File: config.mk
export PLATFORM = sky130hd
export DESIGN_NAME = fetch_unit
export DESIGN_NICKNAME = d
export VERILOG_FILES = /design/src/rtl/riscv_pkg.sv /design/src/rtl/fetch_queue.sv /design/src/rtl/fetch_unit.sv
export SDC_FILE = /design/constraint.sdc
export NUM_CORES = 1
export LEC_CHECK = 0
export CORE_UTILIZATION = 56
export DETAILED_ROUTE_END_ITERATION = 10
export GPL_TIMING_DRIVEN = 0
export PLACE_DENSITY = 0.84
export SLEW_MARGIN = 20
export SYNTH_ARGS = -nofsm -noshare
export SYNTH_HDL_FRONTEND = slang
export SYNTH_SLANG_ARGS = --single-unit
File: constraint.sdc
create_clock -name clk -period 15.4 [get_ports clk]
set_input_delay 3.08 -clock clk [delete_from_list [all_inputs] [get_ports clk]]
set_output_delay 3.08 -clock clk [all_outputs]
set_load 0.02 [all_outputs]
File: src/rtl/riscv_pkg.sv
// riscv_pkg: shared RV32I fetch constants, FSM encodings and fetch-queue entry type
package riscv_pkg;
  localparam logic [6:0] OPC_BRANCH = 7'b1100011;
  localparam logic [6:0] OPC_JAL = 7'b1101111;
  localparam logic [31:0] NOP_INSTR = 32'h0000_0013;
  localparam logic [1:0] ST_RUN = 2'd0;
  localparam logic [1:0] ST_WAIT = 2'd1;
  localparam logic [1:0] ST_DRAIN = 2'd2;
  typedef struct packed {
    logic [31:0] pc;
    logic [31:0] instr;
    logic        pred;
  } fetch_entry_t;
endpackage

File: src/rtl/fetch_queue.sv
// fetch_queue: QDEPTH-entry FIFO of {pc, instr, pred}; ports clk, rst (async), flush (sync), push/push_entry, pop, head, count
module fetch_queue import riscv_pkg::*; #(
  parameter int QDEPTH = 2,
  parameter logic [31:0] RESET_PC = 32'h0000_0000,
  localparam int PW = $clog2(QDEPTH),
  localparam int CW = PW + 1
) (
  input  logic         clk,
  input  logic         rst,
  input  logic         flush,
  input  logic         push,
  input  fetch_entry_t push_entry,
  input  logic         pop,
  output fetch_entry_t head,
  output logic [CW-1:0] count
);
  fetch_entry_t mem_q [QDEPTH];
  fetch_entry_t mem_d [QDEPTH];
  logic [PW-1:0] wr_q, wr_d, rd_q, rd_d;
  logic [CW-1:0] cnt_q, cnt_d;
  always_comb begin
    mem_d = mem_q;
    if (push && !flush) mem_d[wr_q] = push_entry;
    wr_d = flush ? '0 : wr_q + PW'(push);
    rd_d = flush ? '0 : rd_q + PW'(pop);
    cnt_d = flush ? '0 : cnt_q + CW'(push) - CW'(pop);
  end
  always_ff @(posedge clk or posedge rst) begin
    if (rst) begin
      for (int i = 0; i < QDEPTH; i++) mem_q[i] <= '{pc: RESET_PC, instr: NOP_INSTR, pred: 1'b0};
      wr_q <= '0;
      rd_q <= '0;
      cnt_q <= '0;
    end else begin
      mem_q <= mem_d;
      wr_q <= wr_d;
      rd_q <= rd_d;
      cnt_q <= cnt_d;
    end
  end
  assign head = mem_q[rd_q];
  assign count = cnt_q;
endmodule

File: src/rtl/fetch_unit.sv
// fetch_unit: RV32I fetch stage (PC, one-outstanding imem reads, fetch queue, redirect); imem_* / redirect_* / id_* ports; STATIC_BTFN_EN enables static backward-taken prediction
module fetch_unit import riscv_pkg::*; #(
  parameter logic [31:0] RESET_PC = 32'h0000_0000,
  parameter int QDEPTH = 2
) (
  input  logic        clk,
  input  logic        rst,
  output logic        imem_req,
  output logic [31:0] imem_addr,
  input  logic        imem_ack,
  input  logic [31:0] imem_rdata,
  input  logic        redirect_valid,
  input  logic [31:0] redirect_pc,
  output logic        id_valid,
  input  logic        id_ready,
  output logic [31:0] id_instr,
  output logic [31:0] id_pc,
  output logic        id_pred_taken
);
  localparam int CW = $clog2(QDEPTH) + 1;
  logic [1:0] state_q, state_d;
  logic [31:0] pc_q, pc_d, addr_q, addr_d, pc_next;
  logic req_q, req_d, ack, push, pop, pred, issue;
  logic [CW-1:0] count, count_nx;
  fetch_entry_t head, push_entry;
  assign ack = imem_ack & req_q;
  assign pop = id_valid & id_ready;
  assign push = ack & (state_q == ST_WAIT) & ~redirect_valid;
`ifdef STATIC_BTFN_EN
  logic [6:0] opc;
  logic [31:0] imm;
  assign opc = imem_rdata[6:0];
  assign pred = (opc == OPC_BRANCH && imem_rdata[31]) || opc == OPC_JAL;
  assign imm = opc == OPC_JAL
    ? {{12{imem_rdata[31]}}, imem_rdata[19:12], imem_rdata[20], imem_rdata[30:21], 1'b0}
    : {{20{imem_rdata[31]}}, imem_rdata[7], imem_rdata[30:25], imem_rdata[11:8], 1'b0};
  assign pc_next = pc_q + (pred ? imm : 32'd4);
`else
  assign pred = 1'b0;
  assign pc_next = pc_q + 32'd4;
`endif
  assign push_entry = '{pc: pc_q, instr: imem_rdata, pred: pred};
  // Occupancy after this cycle's push/pop decides whether the next request fits.
  assign count_nx = count + CW'(push) - CW'(pop);
  assign issue = count_nx < CW'(QDEPTH);
  always_comb begin
    state_d = state_q;
    pc_d = pc_q;
    req_d = req_q;
    addr_d = addr_q;
    if (redirect_valid) begin
      pc_d = redirect_pc & ~32'd3;
      // An in-flight request with no ack yet must still complete, at the stale address.
      req_d = state_q != ST_RUN && !ack;
      state_d = req_d ? ST_DRAIN : ST_RUN;
    end else begin
      pc_d = push ? pc_next : pc_q;
      // A completed request hands straight to the next issue so it goes out the cycle after the ack.
      if (state_q == ST_RUN || ack) begin
        req_d = issue;
        addr_d = issue ? pc_d : addr_q;
        state_d = issue ? ST_WAIT : ST_RUN;
      end
    end
  end
  always_ff @(posedge clk or posedge rst) begin
    if (rst) begin
      state_q <= ST_RUN;
      pc_q <= RESET_PC;
      addr_q <= RESET_PC;
      req_q <= 1'b0;
    end else begin
      state_q <= state_d;
      pc_q <= pc_d;
      addr_q <= addr_d;
      req_q <= req_d;
    end
  end
  fetch_queue #(.QDEPTH(QDEPTH), .RESET_PC(RESET_PC)) u_queue (
    .clk(clk),
    .rst(rst),
    .flush(redirect_valid),
    .push(push),
    .push_entry(push_entry),
    .pop(pop),
    .head(head),
    .count(count)
  );
  assign imem_req = req_q;
  assign imem_addr = addr_q;
  assign id_valid = count != '0;
  assign id_instr = id_valid ? head.instr : NOP_INSTR;
  assign id_pc = head.pc;
  assign id_pred_taken = id_valid & head.pred;
endmodule
==> results of run 1 <==
[synth_stat cells, types with 10 or more instances]
| cell | n |
|---|---|
| nand2_1 | 15 |
| nand3_1 | 12 |
| nand4_1 | 12 |
| buf_2 | 16 |
| mux2_1 | 10 |
| nor2_1 | 42 |
| dfrtp_1 | 185 |
| mux2_2 | 201 |
| clkbuf_1 | 13 |
| mux2i_1 | 32 |
| xnor2_1 | 30 |
[per-layer routing]
| layer | GRT usage, % | up-vias | routed length (µm) |
|---|---|---|---|
| li1 | - | 2582 | - |
| met5 | 0 | - | 0 |
| met4 | 8.58 | 0 | 360 |
| met2 | 43.8 | 178 | 9750 |
| met1 | 32.3 | 2859 | 8070 |
| met3 | 6.41 | 28 | 1040 |
[critical path, stage by stage (launching register included)]
cell and delay, ns:
dfrtp_1 0.34, clkbuf_1 0.49, clkbuf_1 0.68, mux2i_1 0.18, nor2_1 0.13, clkdlybuf4s50_1 0.64
[power groups by stage]
stage,registers [µW],logic [µW],clock network [µW]
finish,758,899,475
detailed placement,765,902,0
floorplan,791,498,0
CTS,758,909,483
global route,780,955,502
global placement,749,883,0
[kinds of logic after synthesis]
logic type	count (synthesis)	share of synthesized area [%]
DFF	191	55.3
buffers and inverters	45	2.53
AOI/OAI and AO/OA	7	0.477
xor gates and xnor gates	33	3.34
other	1	0.0433
and+or+nand+nor	108	6.76
adders and majority gates	3	0.434
muxes	243	31.1
[state kept, by name (all words and copies together), names as in the netlist]
name and cells:
u_queue.rd_q 1, u_queue.wr_q 1, u_queue.count 2, pc_q 30, state_q 2, imem_req 1, u_queue.mem_q 124, imem_addr 30
[worst paths after layout]
| kind | startpoint | to | slack (ns) | depth (start not counted) |
|---|---|---|---|---|
| min | u_queue.mem_q[63] | u_queue.mem_q[63] | 0.48 | 2 |
| max in group asynchronous | rst | state_q[1] | 11.35 | 3 |
| max | u_queue.rd_q | id_instr[27] | 9.43 | 5 |
| max reg2reg | u_queue.count[1] | imem_addr[26] | 12.36 | 11 |
| min in group asynchronous | rst | u_queue.mem_q[6] | 3.20 | 2 |
| min reg2reg | u_queue.mem_q[63] | u_queue.mem_q[63] | 0.48 | 2 |
[layout by cell type, fill, tap and decap left out, types with 4 or more instances in the layout]
cell type,netlist,final
dfrtp_1,185,185
nand4_1,12,12
dfstp_2,6,6
clkbuf_16,0,17
nor2_1,42,42
bufinv_16,0,4
and4_1,4,4
mux2_1,10,10
mux2i_1,32,32
clkdlybuf4s50_1,0,159
clkbuf_1,13,14
buf_4,6,6
nand2_1,15,15
nand3_1,12,12
inv_1,6,5
xnor2_1,30,30
and3_1,6,6
buf_2,16,16
mux2_2,201,201
conb_1,1,5
[cell type report]
cell class / instances / area (µm²) / area share (%)
repair buffers: 160 / 1620 / 14.5
inverters: 7 / 33.8 / 0.302
well taps: 188 / 235 / 2.10
clock inverters: 11 / 176 / 1.58
flip-flops and latches: 191 / 4790 / 42.8
clock buffers: 21 / 470 / 4.21
plain buffers: 38 / 193 / 1.72
multi-input cells: 399 / 3670 / 32.8
[metrics by stage]
| step | area (µm²) | total power (µW) | hold WS (ns) | setup slack (ns) | cells |
|---|---|---|---|---|---|
| 3_5_place_dp | 10500 | 1670 | 0.465 | 9.55 | 983 |
| 6_report | 11200 | 2130 | 0.479 | 9.43 | 1015 |
| 2_1_floorplan | 8670 | 1290 | 0.444 | 7.13 | 635 |
| 5_1_grt | 11200 | 2240 | 0.494 | 9.21 | 1015 |
| 4_1_cts | 11200 | 2150 | 0.481 | 9.36 | 1015 |
| 3_3_place_gp | 10500 | 1630 | 0.460 | 5.06 | 982 |
==> run metrics, run 1 <==
antenna cell count=0; Initial Utilization=~57%; Synthesis Warnings=0; Final Util=73.8%; Post-synth EDFFs=0; CP arrival=2.89 ns; worst clock skew=0.0139 ns; DR pass1 iterations=4; # resized after CTS=0; Synth Cell Area=8660 µm²; hold_buf cts=0; measured slew at the worst slew-check pin=0.807 ns; top post-synthesis cells by area=dfrtp_1 (53%), mux2_2 (26%), mux2i_1 (3.7%); power per cell area=191 nW/µm²; vias per cell=between 5 and 6; LEAKAGE=0.00483 µW; clk slew on worst S/H paths=0.06 ns; routability congestion estimate=0.757; unrepaired setup endpoints after global routing=no; DRC Markers=0; fmax=~170 MHz; CTS root buffer=clkbuf_16; Synth Flop Type=dfrtp_1; Synth cell types=38; crit share post-route=38.8%; Synth Instances=631; Std-Cell Core Area=15100 µm²; max_cap viols=0; share of layout cells above drive strength 1=roughly a third; H-tree Lvls=4; CP endpoint kind=primary output; Synth Register Bits=191; dominant cell type by area after synthesis=dfrtp_1; Site Rows=45; Hold Path Class=register to register; Final min period=5.97 ns; Port Buffers=159; Layout fillers=approximately 1000; via count=5647; DIE WIDTH=126 µm; global route overflow=0; Slew HR=46.2%; clk sink count=about 190; status=completed; die height=126 µm; Final Setup Violations=0; largest net degree at the start of global routing=113; Post-CTS Setup Inserts=0; WL/cell=18.9 µm; Worst Path Max Fanout=10; Area Overhead vs Synth=29.1%; Max VDD drop=0.109 mV; TritonCTS clock tree=yes; Switch Pwr=710 µW; critical path startpoint category=register; I/O Pins=168; Syn Area/Cell=13.7 µm²; asr flop ratio synth=100%; Sw Ratio=roughly 33%; initial DRC count=between 300 and 400; Worst-Skew Late Latency=between 0.4 and 0.5 ns; DIE AREA=16000 µm²; Final Hold Viols=0; Setup Crit Path Kind=register to primary output; WP data required=12.32 ns; post-synthesis sequential area ratio=between 50% and 60%; clock power share=22.3%; global-route wire length before repair=31500 µm; ANT nets after route=0; post-synth top area share=53.5%; CTS Buffer Depth=2; routed wire length=19200 µm; Post-DP HPWL=13700 µm; nets=886; Total GRT Usage=~26%; initial antenna violation count=0; setup_tns=0 ns; Flop pwr share=35.6%; max-slew violation count=0; Num CTS Buffers=17; combinational power share=between 40 and 50%; Int Pwr=between 1000 and 1500 µW; vias in the first global route=6031
No activity file was read; power rests on OpenSTA's default activity.
==> run 2: changes to the inputs <==
--- a/config.mk
+++ b/config.mk
@@ -5,10 +5,10 @@
 export SDC_FILE = /design/constraint.sdc
 export NUM_CORES = 1
 export LEC_CHECK = 0
-export CORE_UTILIZATION = 56
+export CORE_UTILIZATION = 52
 export DETAILED_ROUTE_END_ITERATION = 10
 export GPL_TIMING_DRIVEN = 0
-export PLACE_DENSITY = 0.84
+export PLACE_DENSITY = 0.79
 export SLEW_MARGIN = 20
 export SYNTH_ARGS = -nofsm -noshare
 export SYNTH_HDL_FRONTEND = slang
==> constraint.sdc (replaced) <==
create_clock -name clk -period 6.1 [get_ports clk]
set_input_delay 1.22 -clock clk [delete_from_list [all_inputs] [get_ports clk]]
set_output_delay 1.22 -clock clk [all_outputs]
set_load 0.02 [all_outputs]
==> run 2 against run 1 <==
  * Final area rose by 0.44%
  * Sequential share of layout area down 0.19 points
  * Count of clock-buffer cells in the layout up 1
  * Register-to-register slack got worse by 9.6 ns
  * Largest cell class unchanged
  * Critical path type unchanged
  * Wire length grew 4.4%
  * Critical endpoint is now id_instr[17]
  * Clock skew down 0.0064 ns
==> run metrics, run 2 (synthesis results as in run 1) <==
status=completed; Metal-1 WL=8460 µm (+4.9%); Setup Crit Path Kind=register to primary output; Int Pwr=3530 µW (+150%); DRC Markers=0 (unchanged); TritonCTS clock tree=yes; Final Setup Violations=0 (unchanged); Area Overhead vs Synth=29.7%; setup_tns=0 ns (unchanged); Post-CTS Setup Inserts=0 (unchanged); crit share post-route=66.9%; Std-Cell Core Area=16100 µm² (+6.0%); DIE AREA=17200 µm² (+7.6%); Final min period=approximately 4.1 ns; cell mode on critical path=clkbuf_1; Layout fillers=1103 (+13%); Port Buffers=159 (unchanged); DIE WIDTH=131 µm (+3.7%); Final Hold Viols=0 (unchanged); power per cell area=475 nW/µm² (+150%); initial DRC count=164 (-53%); combinational power share=43.0% (+0.8 points); Largest Register=u_queue.mem_q; ANT nets after route=0 (unchanged); clk sink count=191 (unchanged); CP endpoint kind=primary output; Num CTS Buffers=17 (unchanged); via count=5642 (-0.089%); Max stage delay on crit path=0.68 ns (about the same); clk slew on worst S/H paths=0.07 ns (about the same); Initial Utilization=53.9% (-3.2 points); max_cap viols=0 (unchanged); Total GRT Usage=24.9% (-0.80 points); Hold Path Class=register to register; met3 WL=1080 µm (+4.1%); CP arrival=2.86 ns (-0.03 ns); critical path startpoint category=register; H-tree Lvls=4 (unchanged); fmax=245 MHz; measured slew at the worst slew-check pin=0.818 ns (+0.0116 ns); Flop pwr share=35.9% (+0.3 points); routed wire length=20100 µm (+4.4%); highest routed layer=met4; Worst Path Max Fanout=10 (unchanged); CTS Buffer Depth=2 (unchanged); max FFs per register=124 (unchanged); LEAKAGE=0.00482 µW (-0.29%); vias per cell=5.39 (-3.1%); worst-path cell chain=clkbuf_1 -> clkbuf_1 -> mux2i_1 -> nor2_1 -> clkdlybuf4s50_1; WL/cell=19.2 µm (+1.2%); Switch Pwr=1810 µW (+150%); Post-DP HPWL=14500 µm (+6.1%); routability congestion estimate=0.763 (+0.70%); clock power share=21.1% (-1.2 points); Worst-Skew Late Latency=0.42 ns (about the same); Slew HR=45.4% (-0.77 points); die height=131 µm (+3.7%); CTS root buffer=clkbuf_16; share of layout cells above drive strength 1=32.7% (-0.037 points); Sw Ratio=33.9% (+0.57 points); largest net degree at the start of global routing=37 (-67%); most frequent cells in the layout=mux2_2 (201), dfrtp_1 (185), clkdlybuf4s50_1 (159); nets=890 (+0.45%); commonest non-fill, non-tap cell in the layout=mux2_2; global route overflow=0 (unchanged); Max VDD drop=0.357 mV (+230%); routed wl met2=10200 µm (+4.6%); initial antenna violation count=0 (unchanged); WP data required=4.88 ns (-7.44 ns); Site Rows=46 (+2.2%); worst clock skew=0.00743 ns (-0.00644 ns); I/O Pins=168 (unchanged); DR pass1 iterations=6 (+2); Final Util=69.9% (-3.9 points); vias in the first global route=6129 (+1.6%); slowest CP cell=clkbuf_1; global-route wire length before repair=31900 µm (+1.2%); antenna cell count=0 (unchanged); # resized after CTS=0 (unchanged); hold_buf cts=0 (unchanged); unrepaired setup endpoints after global routing=no; max-slew violation count=0 (unchanged)
-- run 2: changes by cell type in the layout (fill, tap and decap cells not counted) --
| cell | delta |
|---|---|
| clkbuf_1 | +3 |
| clkinvlp_4 | +5 |
| clkbuf_8 | -2 |
| clkinv_2 | +1 |
| buf_12 | +5 |
| buf_16 | -1 |
| bufinv_16 | -1 |
| inv_8 | -1 |
| inv_6 | -3 |
| clkinv_4 | -2 |
-- run 2: through the flow --
step / setup slack [ns] / hold WS, ns / instances / cell area, µm² / power (µW)
after floorplan: 2.42 / 0.444 / 635 / 8680 / 3250
after global placement: 1.09 / 0.461 / 1010 / 10500 / 4130
after detailed placement: 1.92 / 0.466 / 1015 / 10600 / 4230
after CTS: 1.98 / 0.484 / 1047 / 11200 / 5370
after global routing: 1.80 / 0.508 / 1047 / 11200 / 5600
final: 2.02 / 0.483 / 1047 / 11200 / 5330
-- run 2: power groups by stage --
stage	sequential (µW)	clock, µW	combinational, µW
finish	1910	1120	2290
global route	1960	1190	2450
CTS	1910	1140	2320
detailed placement	1940	0	2300
global placement	1900	0	2230
floorplan	2000	0	1260
-- run 2: per-layer routing --
layer  up-vias  track usage, %
met5         -               0
met4         0            8.59
met3        25            5.58
met2       152            43.1
met1      2883            30.9
li1       2582               -
-- run 2: path summary, 6_finish.rpt --
check | endpoint | slack, ns | depth (start not counted) | startpoint
setup / recovery | id_instr[17] | 2.02 | 5 | u_queue.rd_q
hold reg to reg | u_queue.mem_q[63] | 0.48 | 2 | u_queue.mem_q[63]
max in group asynchronous | pc_q[21] | 3.74 | 5 | rst
hold / removal | u_queue.mem_q[63] | 0.48 | 2 | u_queue.mem_q[63]
setup reg to reg | imem_addr[13] | 2.74 | 11 | u_queue.count[1]
min in group asynchronous | u_queue.mem_q[73] | 1.28 | 2 | rst
-- run 2: area by class of cell --
cell class	count	area, µm²	share of cell area [%]
multi-input cells	399	3670	32.7
clock inverters	10	138	1.23
repair buffers	164	1690	15.1
inverters	7	30.0	0.267
clock buffers	22	454	4.04
plain buffers	38	193	1.72
well taps	216	270	2.41
flip-flops and latches	191	4790	42.6
-- run 2: critical path, delay by kind of cell (launching register included) --
kind,cells,cell delay (ns)
buffers and inverters,3,1.76
DFF,1,0.32
muxes,1,0.21
and+or+nand+nor,1,0.15
